==> config.mk <==
export PLATFORM = sky130hd
export DESIGN_NAME = maxnet_loader
export DESIGN_NICKNAME = d
export VERILOG_FILES = /design/src/rtl/maxnet_loader.sv
export SDC_FILE = /design/constraint.sdc
export NUM_CORES = 1
export LEC_CHECK = 0
export CAP_MARGIN = 20
export CORE_ASPECT_RATIO = 1.25
export CORE_MARGIN = 2
export CORE_UTILIZATION = 40
export DETAILED_ROUTE_END_ITERATION = 12
export GPL_ROUTABILITY_DRIVEN = 0
export PLACE_DENSITY = 0.83
export SLEW_MARGIN = 10
export SYNTH_ARGS = -nofsm -noshare
export SYNTH_HDL_FRONTEND = slang
export SYNTH_SLANG_ARGS = --single-unit
==> constraint.sdc <==
create_clock -name clk -period 1.45 [get_ports clk]
set_input_delay 0.3625 -clock clk [delete_from_list [all_inputs] [get_ports clk]]
set_output_delay 0.3625 -clock clk [all_outputs]
set_load 0.02 [all_outputs]
==> src/rtl/maxnet_loader.sv <==
// Collects four operand words for a Maxnet core, pulses core_start, waits for the winner and returns it.
// Optional WAIT timeout with error flag when MAXNET_LOADER_TIMEOUT_EN is defined.
module maxnet_loader #(
   parameter int TIMEOUT_CYCLES = 255,
   parameter int SETTLE_CYCLES  = 2
) (
   input  logic        clk,
   input  logic        rst,
   input  logic        in_valid,
   output logic        in_ready,
   input  logic [31:0] in_data,
   output logic [31:0] core_inp1,
   output logic [31:0] core_inp2,
   output logic [31:0] core_inp3,
   output logic [31:0] core_inp4,
   output logic        core_start,
   input  logic        core_done,
   input  logic [31:0] core_max,
   output logic        res_valid,
   input  logic        res_ready,
   output logic [31:0] res_data,
   output logic        res_err,
   output logic [1:0]  dbg_state
);

   // Handshakes: a word moves when in_valid && in_ready on a rising edge;
   // a result moves when res_valid && res_ready. Valid never depends on ready.

   typedef enum logic [1:0] {
      S_COLLECT = 2'd0,
      S_START   = 2'd1,
      S_WAIT    = 2'd2,
      S_RESULT  = 2'd3
   } state_t;

   localparam int SW = $clog2(SETTLE_CYCLES + 2);

   if (TIMEOUT_CYCLES < 1 || SETTLE_CYCLES < 0) begin : g_param_guard
      $error("maxnet_loader: TIMEOUT_CYCLES must be >= 1 and SETTLE_CYCLES >= 0");
   end

   state_t        state;
   state_t        state_nxt;
   logic [1:0]    cnt;
   logic [SW-1:0] settle_cnt;
   logic          settled;
   logic          honoured;
   logic          beat;

   assign settled   = (settle_cnt == SW'(SETTLE_CYCLES));
   assign honoured  = (state == S_WAIT) && settled && core_done;
   assign beat      = (state == S_COLLECT) && in_valid;
   assign dbg_state = state;

`ifdef MAXNET_LOADER_TIMEOUT_EN
   localparam int TW = $clog2(TIMEOUT_CYCLES + 1);
   logic [TW-1:0] to_cnt;
   logic          timeout;

   // to_cnt counts completed WAIT cycles; the TIMEOUT_CYCLES-th one is the last
   assign timeout = (state == S_WAIT) && (to_cnt == TW'(TIMEOUT_CYCLES - 1));
`endif

   always_ff @(posedge clk) begin
      if (rst) begin
         state <= S_COLLECT;
      end else begin
         state <= state_nxt;
      end
   end

   always_comb begin
      state_nxt  = state;
      in_ready   = 1'b0;
      core_start = 1'b0;
      res_valid  = 1'b0;
      case (state)
         S_COLLECT: begin
            in_ready = 1'b1;
            if (in_valid && cnt == 2'd3) begin
               state_nxt = S_START;
            end
         end
         S_START: begin
            core_start = 1'b1;
            state_nxt  = S_WAIT;
         end
         S_WAIT: begin
            if (honoured) begin
               state_nxt = S_RESULT;
            end
`ifdef MAXNET_LOADER_TIMEOUT_EN
            else if (timeout) begin
               state_nxt = S_RESULT;
            end
`endif
         end
         S_RESULT: begin
            res_valid = 1'b1;
            if (res_ready) begin
               state_nxt = S_COLLECT;
            end
         end
         default: state_nxt = S_COLLECT;
      endcase
   end

   // Operand slots are written only while collecting, so they stay frozen
   // from START until the machine is back in COLLECT.
   always_ff @(posedge clk) begin
      if (rst) begin
         cnt       <= 2'd0;
         core_inp1 <= 32'd0;
         core_inp2 <= 32'd0;
         core_inp3 <= 32'd0;
         core_inp4 <= 32'd0;
      end else if (beat) begin
         case (cnt)
            2'd0: core_inp1 <= in_data;
            2'd1: core_inp2 <= in_data;
            2'd2: core_inp3 <= in_data;
            2'd3: core_inp4 <= in_data;
         endcase
         cnt <= (cnt == 2'd3) ? 2'd0 : cnt + 2'd1;
      end
   end

   always_ff @(posedge clk) begin
      if (rst) begin
         settle_cnt <= '0;
      end else if (state == S_START) begin
         settle_cnt <= '0;
      end else if (state == S_WAIT && !settled) begin
         settle_cnt <= settle_cnt + SW'(1);
      end
   end

`ifdef MAXNET_LOADER_TIMEOUT_EN
   always_ff @(posedge clk) begin
      if (rst) begin
         to_cnt   <= '0;
         res_data <= 32'd0;
         res_err  <= 1'b0;
      end else begin
         if (state == S_START) begin
            to_cnt <= '0;
         end else if (state == S_WAIT) begin
            to_cnt <= to_cnt + TW'(1);
         end
         // a real answer beats a timeout landing in the same cycle
         if (honoured) begin
            res_data <= core_max;
            res_err  <= 1'b0;
         end else if (timeout) begin
            res_data <= 32'd0;
            res_err  <= 1'b1;
         end
      end
   end
`else
   always_ff @(posedge clk) begin
      if (rst) begin
         res_data <= 32'd0;
      end else if (honoured) begin
         res_data <= core_max;
      end
   end

   assign res_err = 1'b0;
`endif

endmodule

==> flow_summary_export.csv <==
group,metric,value,unit
outcome,status,"finished, violations left",
outcome,failed_checks,"negative setup slack",
drt,route.top_layer_used,"met4",
power,finalPower,12.6,mW
drt,wl_met1,7610,um
power,powerDensity,1340,nW/um^2
global_routing,antenna_found_initial,0,
drt,wl_met2,10200,um
drt,drtIter0Drc,371,
min_path,hold_class,"in2reg",
timing,hold_violations,0,
die,die_h,143,um
power,cellLeakagePower,3.57,nW
setup_path,crit_fanout,5,
global_routing,grt.total_usage,22.5,%
die,fp.dieW,115,um
setup_path,required,1090,ps
clock_tree,cts_tree,"yes",
cells_and_area,diodes,0,
yosys,synthCells,750,
yosys,synth-edff-count,0,
setup_path,crit_type,"reg2out",
yosys,synthDistinctLibCells,24,
timing,grt_setup_unrepaired,"true",
yosys,synth_fp_nets,828,
drt,dr_wl_met3,1240,um
setup_path,endpoint_kind,"output port",
timing,skew,11.2,ps
global_routing,overflow,0,
yosys,ys.warnings.count,0,
setup_path,cp_cell_sequence,"inv_4 -> ha_4 -> buf_6",
timing,fmax,659,MHz
timing,relSlewSlack,65.6,%
yosys,synth_area_per_cell,8.23,sq um
timing,worst_pin_slew,516,ps
drt,route.detailed.drc,0,
placement,dp.final_hpwl,12700,um
cells_and_area,stdcell_area,9420,sq um
drt,drtPass1Iterations,7,
global_routing,grt_max_degree,46,
drt,vias,5960,
timing,drv_slew,0,
clock_tree,cts_hold_buf,0,
yosys,ys_ff_latch,166,
cells_and_area,multi_input_area,2630,sq um
timing,period_minus_slack,1520,ps
drt,wl_per_cell,16.9,um
global_routing,grt_pass1_vias,5766,
cells_and_area,nets,1068,
cells_and_area,area_delta_synth_final,52.5,%
drt,antenna_left,0,
setup_path,max_stage_delay,400,ps
yosys,yosysTopAreaCell,"dfxtp_1",
clock_tree,clock-sinks,166,
clock_tree,cts_root_buf,"clkbuf_16",
run,max_cap_viol_count,0,
timing,setup_viol,33,
die,io_pins,235,
power,peakVddDrop,0.000766,V
cells_and_area,drive_gt1_share,29.9,%
timing,holdWs,348,ps
setup_path,startpoint_type,"flop",
clock_tree,cts_buffers,17,
setup_path,cp.buffers_inverters,2,
setup_path,crit_slowest_cell,"dfxtp_4",
yosys,synthTopCellsByArea,"dfxtp_1, nand2_1, a21oi_1",
clock_tree,worstSkewPairLatency,430,ps
yosys,syn-cell-area,6170,sq um
clock_tree,path_clk_slew,60,ps
yosys,synth_top_area_share,53.8,%
clock_tree,htree_num_levels,4,
timing,period_share,105,%
clock_tree,clockBufferDepth,2,
timing,fin_ws,-67.3,ps
drt,routed_via_density,5.04,
die,start_util,41.1,%
yosys,synth_ff_type,"dfxtp_1",
global_routing,grt_first_pass_wirelength,28900,um
cells_and_area,num-fill-cells,1242,
cells_and_area,seq_area,3330,sq um
placement,postPlaceCellArea,8780,sq um
placement,dpl_worst_slack,-408,ps
die,die_area,16400,sq um
yosys,ys_seq_area_share,53.8,%
drt,drt_wl_total,20000,um
yosys,async_flop_share,0,%
die,core_area,15000,sq um
placement,portBuffers,233,
die,rows,50,
setup_path,crit_family,"flip-flops",
setup_path,critical_path_arrival,1150,ps
-- registers in the layout, indices dropped and copies added (netlist names) --
register and cells:
settle_cnt 2, dbg_state 2, core_inp2 32, core_inp1 32, core_inp4 32, cnt 2
res_data 32, core_inp3 32
-- stage by stage --
stage / std cells / utilization (%) / TNS (ps)
floorplan: 750 / - / 0
global placement: 1142 / 58.5 / -44100
detailed placement: 1142 / 58.5 / -47690
CTS: 1173 / 63.5 / -174
global route: 1183 / 62.7 / -6150
finish: 1183 / 62.7 / -758
-- where the power goes --
part	internal, mW	switching (mW)
clock network	3.22	1.77
registers	4.85	0.171
logic	1.08	1.49
-- final timing paths --
path / start / end / slack, ps / depth (start not counted)
setup / recovery: dbg_state[0]$_SDFFE_PP0P_ / in_ready / -70 / 3
hold / removal: rst / core_inp2[30]$_SDFFE_PP0P_ / 350 / 2
setup reg to reg: dbg_state[1]$_SDFFE_PP0P_ / core_inp4[11]$_SDFFE_PP0P_ / -50 / 8
hold reg to reg: core_inp3[22]$_SDFFE_PP0P_ / core_inp3[22]$_SDFFE_PP0P_ / 450 / 2
-- area by class of cell --
cell class | count | area share, %
clock inverters | 8 | 1.79
flip-flops and latches | 166 | 35.4
inverters | 6 | 0.292
multi-input cells | 522 | 28.0
clock buffers | 22 | 5.14
repair buffers | 277 | 27.0
well taps | 182 | 2.42
-- synth_stat cells (2+ instances only) --
cell / count
nand2_1: 324
dfxtp_1: 166
a21oi_1: 119
a21oi_2: 43
buf_2: 24
buf_6: 13
clkbuf_1: 13
ha_1: 9
inv_1: 6
nand3_1: 6
buf_4: 5
and3_1: 4
nor2_1: 4
nand2b_1: 3
mux2i_1: 2
-- per-layer routing --
| layer | track usage [%] | up-vias |
|---|---|---|
| li1 | - | 2892 |
| met1 | 23.9 | 2786 |
| met2 | 39.5 | 226 |
| met3 | 6.07 | 56 |
| met4 | 13.4 | 0 |
| met5 | 0 | - |
-- what timing repair did --
item,4_1_cts,5_1_grt
endpoints found under the setup margin,328,255
buffers inserted,1,1
gates cloned,0,9
pin swaps,4,3
hold endpoints to repair,0,0
resized for setup,398,156
-- cell usage in the layout (no fill, tap or decap), drive strengths merged, types with 6 or more instances in the layout --
cell / n
clkdlybuf4s15: 57
inv: 7
ha: 9
clkbuf: 127
nand3: 6
dfxtp: 166
buf: 47
clkdlybuf4s50: 66
nand2: 324
a21oi: 162
-- worst reg2reg max path: stages, from the launching register on --
cell and delay [ps]:
dfxtp_4 370, inv_4 80, ha_4 150, buf_6 160, and3_4 250, buf_12 110, clkbuf_16 150, nand2_1 80
a21oi_2 120
-- cell families after synthesis --
kind of cell | synth area share [%]
compound gates | 16.2
xor+xnor | 0.142
fa+ha+maj | 1.82
buf+inv | 6.14
flops | 53.8
mux | 0.324
other cells | 0.0608
simple gates | 21.5
Note: power is estimated with default switching activity, not from simulation.
